===== config.mk =====
export PLATFORM = sky130hd
export DESIGN_NAME = ptw_req_arbiter
export DESIGN_NICKNAME = d
export VERILOG_FILES = /design/src/rtl/config_pkg.sv /design/src/rtl/ptw_req_arbiter.sv
export SDC_FILE = /design/constraint.sdc
export NUM_CORES = 1
export LEC_CHECK = 0
export BUFFER_PORTS_ARGS = -buffer_cell sky130_fd_sc_hd__buf_2
export CAP_MARGIN = 20
export CORE_ASPECT_RATIO = 1.25
export CORE_MARGIN = 3
export CORE_UTILIZATION = 40
export DETAILED_ROUTE_END_ITERATION = 7
export PLACE_DENSITY = 0.78
export SLEW_MARGIN = 20
export SYNTH_ARGS = -nofsm -noshare
export SYNTH_HDL_FRONTEND = slang
export SYNTH_SLANG_ARGS = --single-unit

===== constraint.sdc =====
create_clock -name clk_i -period 4 [get_ports clk_i]
set_clock_uncertainty 0.1 [all_clocks]
set_input_delay 1 -clock clk_i [delete_from_list [all_inputs] [get_ports clk_i]]
set_output_delay 1 -clock clk_i [all_outputs]
set_load 0.01 [all_outputs]

===== src/rtl/config_pkg.sv =====
// Core configuration package: only the fields consumed by the PTW request arbiter.
package config_pkg;

    typedef struct packed {
        int unsigned VLEN;
    } cva6_cfg_t;

    localparam cva6_cfg_t cva6_cfg_empty = '{VLEN: 32'd64};

endpackage


===== src/rtl/ptw_req_arbiter.sv =====
// Shares one page-table walker between ITLB and DTLB misses, with walk timeout and flush handling.
// Define PTW_ARB_ROUND_ROBIN_EN for round-robin on simultaneous requests; default build gives DTLB priority.
//
//   state | meaning
//   IDLE  | no walk outstanding; arbitrates pending requests
//   REQ   | ptw_req_o asserted, waiting for ptw_gnt_i
//   WAIT  | walk accepted, counting towards timeout
//   DRAIN | owner already answered or flushed; swallow the late ptw_done_i
module ptw_req_arbiter #(
    parameter config_pkg::cva6_cfg_t CVA6Cfg       = config_pkg::cva6_cfg_empty,
    parameter int unsigned           TimeoutCycles = 256
) (
    input  logic                    clk_i,
    input  logic                    rst_ni,
    input  logic                    flush_i,
    input  logic                    itlb_req_i,
    input  logic [CVA6Cfg.VLEN-1:0] itlb_vaddr_i,
    input  logic                    dtlb_req_i,
    input  logic [CVA6Cfg.VLEN-1:0] dtlb_vaddr_i,
    input  logic                    dtlb_is_store_i,
    output logic                    ptw_req_o,
    output logic [CVA6Cfg.VLEN-1:0] ptw_vaddr_o,
    output logic                    ptw_is_instr_o,
    output logic                    ptw_is_store_o,
    input  logic                    ptw_gnt_i,
    input  logic                    ptw_done_i,
    input  logic                    ptw_error_i,
    output logic                    itlb_done_o,
    output logic                    dtlb_done_o,
    output logic                    itlb_err_o,
    output logic                    dtlb_err_o,
    output logic                    busy_o
);

    localparam int unsigned VLEN      = CVA6Cfg.VLEN;
    localparam logic [15:0] CNT_LIMIT = 16'(TimeoutCycles - 1);

    typedef enum logic [1:0] {
        IDLE,
        REQ,
        WAIT,
        DRAIN
    } state_e;

    state_e          state_q, state_d;
    logic [VLEN-1:0] vaddr_q, vaddr_d;
    logic            is_instr_q, is_instr_d;
    logic            is_store_q, is_store_d;
    logic [15:0]     cnt_q, cnt_d;
    logic            itlb_done_q, itlb_done_d;
    logic            dtlb_done_q, dtlb_done_d;
    logic            itlb_err_q, itlb_err_d;
    logic            dtlb_err_q, dtlb_err_d;
    logic            grant_dtlb;

`ifdef PTW_ARB_ROUND_ROBIN_EN
    logic last_dtlb_q, last_dtlb_d;

    always_comb begin
        if (itlb_req_i && dtlb_req_i) begin
            grant_dtlb = ~last_dtlb_q;
        end else begin
            grant_dtlb = dtlb_req_i;
        end
    end

    // Pointer tracks the winner of every IDLE-to-REQ transition, flushed or not.
    always_comb begin
        last_dtlb_d = last_dtlb_q;
        if (state_q == IDLE && state_d == REQ) begin
            last_dtlb_d = grant_dtlb;
        end
    end

    always_ff @(posedge clk_i or negedge rst_ni) begin
        if (!rst_ni) begin
            last_dtlb_q <= 1'b0;
        end else begin
            last_dtlb_q <= last_dtlb_d;
        end
    end
`else
    assign grant_dtlb = dtlb_req_i;
`endif

    always_comb begin
        state_d     = state_q;
        vaddr_d     = vaddr_q;
        is_instr_d  = is_instr_q;
        is_store_d  = is_store_q;
        cnt_d       = cnt_q;
        itlb_done_d = 1'b0;
        dtlb_done_d = 1'b0;
        itlb_err_d  = 1'b0;
        dtlb_err_d  = 1'b0;

        unique case (state_q)
            IDLE: begin
                if (!flush_i && (itlb_req_i || dtlb_req_i)) begin
                    state_d    = REQ;
                    vaddr_d    = grant_dtlb ? dtlb_vaddr_i : itlb_vaddr_i;
                    is_instr_d = ~grant_dtlb;
                    is_store_d = grant_dtlb & dtlb_is_store_i;
                end
            end
            REQ: begin
                if (flush_i) begin
                    state_d = IDLE;
                end else if (ptw_gnt_i) begin
                    state_d = WAIT;
                    cnt_d   = '0;
                end
            end
            WAIT: begin
                // Flush beats completion, completion beats timeout.
                if (flush_i) begin
                    state_d = ptw_done_i ? IDLE : DRAIN;
                end else if (ptw_done_i) begin
                    state_d     = IDLE;
                    itlb_done_d = is_instr_q;
                    dtlb_done_d = ~is_instr_q;
                    itlb_err_d  = is_instr_q & ptw_error_i;
                    dtlb_err_d  = ~is_instr_q & ptw_error_i;
                end else if (cnt_q >= CNT_LIMIT) begin
                    state_d     = DRAIN;
                    itlb_done_d = is_instr_q;
                    dtlb_done_d = ~is_instr_q;
                    itlb_err_d  = is_instr_q;
                    dtlb_err_d  = ~is_instr_q;
                end else if (cnt_q != '1) begin
                    cnt_d = cnt_q + 16'd1;
                end
            end
            DRAIN: begin
                if (ptw_done_i) begin
                    state_d = IDLE;
                end
            end
            default: state_d = IDLE;
        endcase
    end

    always_ff @(posedge clk_i or negedge rst_ni) begin
        if (!rst_ni) begin
            state_q     <= IDLE;
            vaddr_q     <= '0;
            is_instr_q  <= 1'b0;
            is_store_q  <= 1'b0;
            cnt_q       <= '0;
            itlb_done_q <= 1'b0;
            dtlb_done_q <= 1'b0;
            itlb_err_q  <= 1'b0;
            dtlb_err_q  <= 1'b0;
        end else begin
            state_q     <= state_d;
            vaddr_q     <= vaddr_d;
            is_instr_q  <= is_instr_d;
            is_store_q  <= is_store_d;
            cnt_q       <= cnt_d;
            itlb_done_q <= itlb_done_d;
            dtlb_done_q <= dtlb_done_d;
            itlb_err_q  <= itlb_err_d;
            dtlb_err_q  <= dtlb_err_d;
        end
    end

    assign ptw_req_o      = (state_q == REQ);
    assign ptw_vaddr_o    = vaddr_q;
    assign ptw_is_instr_o = is_instr_q;
    assign ptw_is_store_o = is_store_q;
    assign itlb_done_o    = itlb_done_q;
    assign dtlb_done_o    = dtlb_done_q;
    assign itlb_err_o     = itlb_err_q;
    assign dtlb_err_o     = dtlb_err_q;
    assign busy_o         = (state_q != IDLE);

endmodule


==> run metrics <==
fill count=between 800 and 900; #FFs+latches synth=88; Synth Area in Adders=0.00310; Final GP Congestion=0.831; worst skew pair latency=0.33 ns; DPL Wire Length=7.30 mm; hold-fix buffers at CTS=0; total CTS buffers=9; post-synth cell types=35; worst path bufs/invs=1; Final period util=0.592; die width=~96 um; vias in the first global route=about 3,300; Final ANT Viol Nets=0; Port-buffer cells=208; first-pass GRT wire length=15.3 mm; Worst Path Max Fanout=9; Yosys Warn Count=0; Leak Pwr=2.72 nW; Post-synth EDFFs=0; main combinational cell family by area after synthesis=multiplexers; run status=complete, no violations; Routed WL=9.77 mm; via count=~3,500; largest net degree at the start of global routing=132; initial antenna violation count=0; DRT iter0 DRCs=142; vias per cell=4.91; Core Rows=40; Initial DRT Pass Iterations=6; clock period minus worst slack=2.37 ns; crit start category=flip-flop; I/O Pins=209; Yosys top cell by area=dfrtp_1; GR Util met3=0.0414; CP arrival=1.27 ns; worst path required time=2.90 ns; worst path cell trace=or2_2 > buf_2; Longest Clk Path Bufs=2; global route overflow=0; sequential element share of the synthesized area=0.546; PostCTS Resize Cnt=0; Rel. slew slack=0.360; H-tree depth=3; max frequency=422 MHz; Compound-Gate Fraction of Synth Area=0.122; area delta synth->final=34.5%; Clk pin slew, worst setup/hold paths=0.05 ns; Clk Tree Root Cell=clkbuf_16; top cells by area, synth=dfrtp_1 (55%), mux2i_1 (16%), a21oi_1 (8.1%); Hold Slack=0.391 ns; RSZ-0062 raised after global routing=false; GR Util All Layers=0.170; share of cells above drive strength 1=0.400; Final Hold Vio Count=0; asr flop ratio synth=1.00; Die ar.=around 0.011 mm2; syn avg cell area=10.6 um2; met2 usage=0.300; Peak VDD IR=0.276 mV; multiplexer share of the synthesized area=0.164; busiest grt layer=met2; P per Cell Area=522 mW/mm2; number of max-cap violations=0; Slew @ Worst Pin=0.960 ns; TritonCTS clock tree=yes; Post-Route Setup TNS=0 ns; Placeable Area=0.00971 mm2; WS Path Type=reg2out; Synth Area in Simple Gates=0.129; nets=718; placed cell areas=0.00514 mm2; Design Area, Final=0.00542 mm2; Syn Nets=just over 500; fin. max-slew vios=0; Initial Util=0.415; slowest cell delay on critical path=about 0.48 ns; CP top delay family=flip-flops; # clock sinks=slightly below 90; min-delay worst type=reg2reg; synth cell count leaders=dfrtp_1 (88), nor2_1 (72), a21oi_1 (65), mux2i_1 (65), buf_2 (17); met1 Track Usage GR=0.200; Critical Path End Type=output pin; Routed WL per cell=13.7 um; height of the die=roughly 120 um; ant diodes=0; Critical-path top delay cell=dfrtp_1; post-synth top area share=0.546; Post-Synth XOR/XNOR Area=0; # DRC=0; Final setup viols=0; cell count after synthesis=381; most common cell in the netlist=dfrtp_1; Main synth FF type=dfrtp_1; synthesized area=0.00403 mm2; postcts setup bufs=0
-- path summary, 6_finish.rpt --
kind | start | endpoint | slack, ns | cells after the start
max in group asynchronous | rst_ni | ptw_vaddr_o[30] | 2.39 | 2
min | cnt_q[15] | cnt_q[15] | 0.39 | 1
min in group asynchronous | rst_ni | ptw_vaddr_o[24] | 0.69 | 1
max reg2reg | cnt_q[0] | cnt_q[0] | 2.17 | 5
max | state_q[0] | busy_o | 1.63 | 2
min reg2reg | cnt_q[15] | cnt_q[15] | 0.39 | 1
-- cells by family (layout without fill, tap and decap cells) --
family,Yosys count,in the layout
fa+ha+maj,1,1
compound gates,87,87
mux,66,66
buf+inv,26,230
flops,88,88
simple gates,113,113
-- layer usage --
metal | vias to the layer above | part of all wire
met5 | - | 0
met4 | 0 | 0.0099
met3 | 9 | 0.082
met2 | 128 | 0.53
met1 | 1629 | 0.38
li1 | 1725 | -
-- per-stage QoR --
stage	cells	util	total power, mW	worst slack, ns
floorplan	381	-	1.68	1.91
global placement	695	0.529	2.02	1.36
detailed placement	695	0.529	2.06	1.31
CTS	711	0.559	2.87	1.61
global route	711	0.559	3.02	1.50
finish	711	0.559	2.83	1.63
-- power by group --
part | switching, mW | internal (mW)
Sequential | 0.128 | 1.11
Clock | 0.316 | 0.484
Combinational | 0.436 | 0.351
Total | 0.881 | 1.95
-- flip-flops by register name (all words and copies together) (netlist names) --
register,count
ptw_is_instr_o,1
itlb_err_o,1
dtlb_err_o,1
state_q,2
itlb_done_o,1
ptw_vaddr_o,64
cnt_q,16
dtlb_done_o,1
ptw_is_store_o,1
-- area by class of cell --
type | instances | area (um2) | area share
inverter | 2 | 7.51 | 0.00138
multi-input combinational | 267 | 1680 | 0.311
clock inverter | 3 | 42.5 | 0.00784
clock buffer | 13 | 240 | 0.0443
timing repair buffer | 212 | 1090 | 0.201
sequential | 88 | 2200 | 0.406
tap | 126 | 158 | 0.0291
-- placed cells by master (no fill, tap or decap), drive strengths merged --
master | netlist | routed
a21boi | 1 | 1
a21oi | 65 | 65
a31oi | 3 | 3
and2 | 8 | 8
and2b | 1 | 1
and3 | 1 | 1
buf | 23 | 212
bufinv | 0 | 1
clkbuf | 1 | 13
clkinv | 0 | 1
clkinvlp | 0 | 1
dfrtp | 88 | 88
ha | 1 | 1
inv | 2 | 2
mux2 | 1 | 1
mux2i | 65 | 65
nand2 | 9 | 9
nand2b | 1 | 1
nand3 | 6 | 6
nand4 | 1 | 1
nor2 | 72 | 72
nor2b | 2 | 2
nor3 | 5 | 5
nor3b | 1 | 1
nor4 | 3 | 3
o211ai | 3 | 3
o21a | 1 | 1
o21ai | 8 | 8
o21ba | 3 | 3
o22a | 2 | 2
o311ai | 1 | 1
or2 | 1 | 1
or2b | 1 | 1
or3 | 1 | 1
Note: power is estimated with default switching activity, not from simulation.
